<file path="src/rtl/countdown_timer.sv">
// Programmable one-shot / periodic down-counter timer with a registered one-cycle
// done pulse on expiry and optional auto-reload of the captured start value.
module countdown_timer #(
  parameter int N = 4
) (
  input  logic         clk,
  input  logic         rst,
  input  logic         start,
  input  logic [N-1:0] load_val,
  input  logic         auto_reload,
  input  logic         abort,
  output logic [N-1:0] count,
  output logic         busy,
  output logic         done
);

  typedef enum logic {
    IDLE = 1'b0,
    RUN  = 1'b1
  } state_t;

  state_t       state_q, state_d;
  logic [N-1:0] count_q, count_d;
  logic [N-1:0] reload_q, reload_d;
  logic         done_q, done_d;

  always_ff @(posedge clk or negedge rst) begin
    if (!rst) begin
      state_q  <= IDLE;
      count_q  <= '0;
      reload_q <= '0;
      done_q   <= 1'b0;
    end else begin
      state_q  <= state_d;
      count_q  <= count_d;
      reload_q <= reload_d;
      done_q   <= done_d;
    end
  end

  // Handshake: start is a request with no back-pressure signal; it is accepted
  // only on an edge where the timer is idle and abort is low, and is silently
  // dropped otherwise. busy low is the indication that a start will be taken.
  always_comb begin
    state_d  = state_q;
    count_d  = count_q;
    reload_d = reload_q;
    done_d   = 1'b0;
    case (state_q)
      IDLE: begin
        if (!abort && start) begin
          if (load_val != '0) begin
            state_d  = RUN;
            count_d  = load_val;
            reload_d = load_val;
          end else begin
            done_d = 1'b1;
          end
        end
      end
      RUN: begin
        if (abort) begin
          state_d = IDLE;
          count_d = '0;
        end else if (count_q == N'(1)) begin
          done_d = 1'b1;
          if (auto_reload) begin
            count_d = reload_q;
          end else begin
            state_d = IDLE;
            count_d = '0;
          end
        end else begin
          // count is never 0 in RUN, so this cannot wrap
          count_d = count_q - N'(1);
        end
      end
      default: begin
        state_d = IDLE;
        count_d = '0;
      end
    endcase
  end

  assign count = count_q;
  assign busy  = (state_q == RUN);
  assign done  = done_q;

endmodule

</file>
<file path="config.mk">
export PLATFORM = sky130hd
export DESIGN_NAME = countdown_timer
export DESIGN_NICKNAME = d
export VERILOG_FILES = /design/src/rtl/countdown_timer.sv
export SDC_FILE = /design/constraint.sdc
export NUM_CORES = 1
export LEC_CHECK = 0
export CAP_MARGIN = 10
export CORE_AREA = 2 2 39 41
export DETAILED_ROUTE_END_ITERATION = 6
export DIE_AREA = 0 0 41 43
export PLACE_DENSITY_LB_ADDON = 0.25
export SLEW_MARGIN = 0
export SYNTH_ARGS = -nofsm -noshare
export SYNTH_HDL_FRONTEND = slang
export SYNTH_SLANG_ARGS = --single-unit
</file>
<file path="constraint.sdc">
create_clock -name clk -period 4.2 [get_ports clk]
set_input_delay 0.84 -clock clk [delete_from_list [all_inputs] [get_ports clk]]
set_output_delay 0.84 -clock clk [all_outputs]
set_load 0.05 [all_outputs]
</file>
==> flow_metrics.tcl <==
set metrics [dict create \
    status "complete, no violations" \
    path_clk_slew_ns 0.06 \
    whs_path_depth 1 \
    rows 14 \
    postRouteAntennaNets 0 \
    finalSetupTns_ns 0 \
    worstRegToRegCells 6 \
    hold_path_end "reload_q[3]" \
    synthToLayoutAreaGrowth_pct 28.5 \
    reg2reg_from "count[1]" \
    fillers 140 \
    post-route-period-util 0.603 \
    gr-usage-met3 0.0471 \
    p_per_area_nw_per_um2 469 \
    postCtsSetupBuffers 0 \
    htree_levels 1 \
    required_ns 3.36 \
    overflow 0 \
    cp_top_family "buffers and inverters" \
    portBuffers 14 \
    worst_pin_slew_ns 0.569 \
    placed_cells_incl_taps 86 \
    grt_max_degree 14 \
    yosys.cell_types.count 23 \
    cts_tree "built" \
    multiInputGateArea_um2 317 \
    syn_inst 58 \
    yosys_warnings 0 \
    drt_iter0_markers 2 \
    max_cap_violations 0 \
    ioPinCount 15 \
    dieArea_um2 1760 \
    crit_buf_inv 1 \
    route.detailed.wl_per_inst_um 13.2 \
    use_met2 0.216 \
    synth_fp_nets 69 \
    netlist_area_um2 609 \
    firstDrtPassIters 2 \
    fp.dieH_um 43 \
    ys_seq_elements 10 \
    yosysTopAreaCell "dfrtp_1" \
    core_area_um2 1380 \
    ctsHoldBuffers 0 \
    synthTopCellsByArea "dfrtp_1 41%, mux2_4 9.9%, inv_1 5.5%" \
    dp_hpwl_um 897 \
    timing.final.ws_setup_ns 1.67 \
    hp-start "reload_q[3]" \
    final-setup-viol-count 0 \
    die_w_um 41 \
    syn_avg_cell_area_um2 10.5 \
    seq_area_frac_synth 0.411 \
    cp-end-kind "output port" \
    clk_path_buf_depth 2 \
    start_kind "register" \
    vdd_drop_max_v 0.000256 \
    nNetsFinal 86 \
    antenna_found_initial 0 \
    dr_total_vias 459 \
    post_cts_resized 0 \
    yosys.area.top_type_share 0.411 \
    cts_sinks 10 \
    antenna_cells 0 \
    register_area_um2 250 \
    criticalPathCategory "register to output port" \
    holdWs_ns 0.514 \
    grt_usage 0.155 \
    rr_endpoint "count[0]" \
    max_stage_delay_ns 0.87 \
    vias_per_cell 5.16 \
    final.min_clock_period_ns 2.53 \
    total_leakage_power_uw 0.000336 \
    max_slew_margin 0.619 \
    place.gp.congestion 0.790 \
    mostFrequentLayoutCells "14 x clkdlybuf4s50_1, 10 x dfrtp_1, 9 x inv_1" \
    drive_above_1_share 0.164 \
    root_buffer "clkbuf_4" \
    skew_ns 0.00269 \
    rsz0062_at_grt "no" \
    dpl_worst_slack_ns 1.56 \
    critPathArrivalTime_ns 1.69 \
    hold_violations 0 \
    cts-buffers-inserted 3 \
    stdcell_count 89 \
    busiest_layer "met1" \
    crit_path_top_delay_cell "clkdlybuf4s50_1" \
    fmax_mhz 395 \
    grt_pass1_wl_mm 1.85 \
    holdCritPathClass "register to register" \
    wl_mm 1.17 \
    start_util 0.440 \
    drc 0 \
    first_global_vias 440 \
    grt_use_met1 0.218 \
    rrSetupSlack_ns 2.35 \
    critPathMaxFanout 13 \
    final_common_cell "clkdlybuf4s50_1" \
    path_cells "clkdlybuf4s50_1" \
    clkLatencyLatePin_ns 0.27 \
    slew_viol_final 0 \
]
state kept, by name, summed over array words and instances (netlist names):
name      cells
done          1
count         4
reload_q      4
busy          1
worst register-to-register path: stages (launching register included):
cell and delay (ns):
dfrtp_1 0.42, inv_1 0.09, ha_1 0.23, or3b_1 0.49, o21ai_4 0.22, a211oi_1 0.08, o32a_2 0.20
area by class of cell:
cell class,count,area share
multi-input cells,37,0.404
flip-flops and latches,10,0.319
well taps,16,0.0256
clock buffers,3,0.0288
inverters,9,0.0431
repair buffers,14,0.179
metal layers:
metal  vias to the layer above  share of wire
met5                         -              0
met4                         0          0.012
met3                         2          0.039
met2                         9           0.43
met1                       208           0.52
li1                        240              -
metrics by stage:
stage,util,instance area [µm²],power [µW]
floorplan,-,609,252
global placement,0.550,761,302
detailed placement,0.550,761,304
CTS,0.566,783,370
global route,0.566,783,388
finish,0.566,783,367
where the power goes:
group	internal, µW	switching (µW)
clock	33.1	32.7
sequential	118	26.6
combinational	71.5	85.5
total	222	145
worst max path at each step:
| stage | start | to | slack, ns | cells past startpoint |
|---|---|---|---|---|
| floorplan | count[0] | count[0] | 2.18 | 6 |
| global placement | load_val[2] | reload_q[2] | 1.58 | 5 |
| detailed placement | load_val[1] | reload_q[0] | 1.56 | 5 |
| CTS | busy | busy | 1.67 | 1 |
| global route | busy | busy | 1.61 | 1 |
| finish | busy | busy | 1.67 | 1 |
kinds of logic (layout without fill, tap and decap cells):
logic type               Yosys count  in the layout  synth area share
flip-flops                        10             10             0.411
buffers and inverters             11             26            0.0698
multiplexers                       4              4            0.0986
adder cells (fa/ha/maj)            2              2            0.0411
AND/OR/NAND/NOR                   13             13             0.148
AO/OA/AOI/OAI                     18             18             0.232
cell usage after synthesis:
master / instances
nor3b_2: 1
a211oi_1: 4
ha_1: 2
and3b_1: 1
mux2_4: 4
inv_1: 9
o32a_2: 1
buf_2: 1
o32a_1: 3
a31oi_1: 2
a21oi_1: 4
nor2_1: 5
nor4_2: 1
nand2b_1: 2
nor2b_1: 1
or3b_1: 1
o21ai_4: 1
o21bai_1: 1
and2b_4: 1
clkbuf_1: 1
a311oi_1: 1
dfrtp_1: 10
o21ai_1: 1
(Power assumes the default switching activity.)
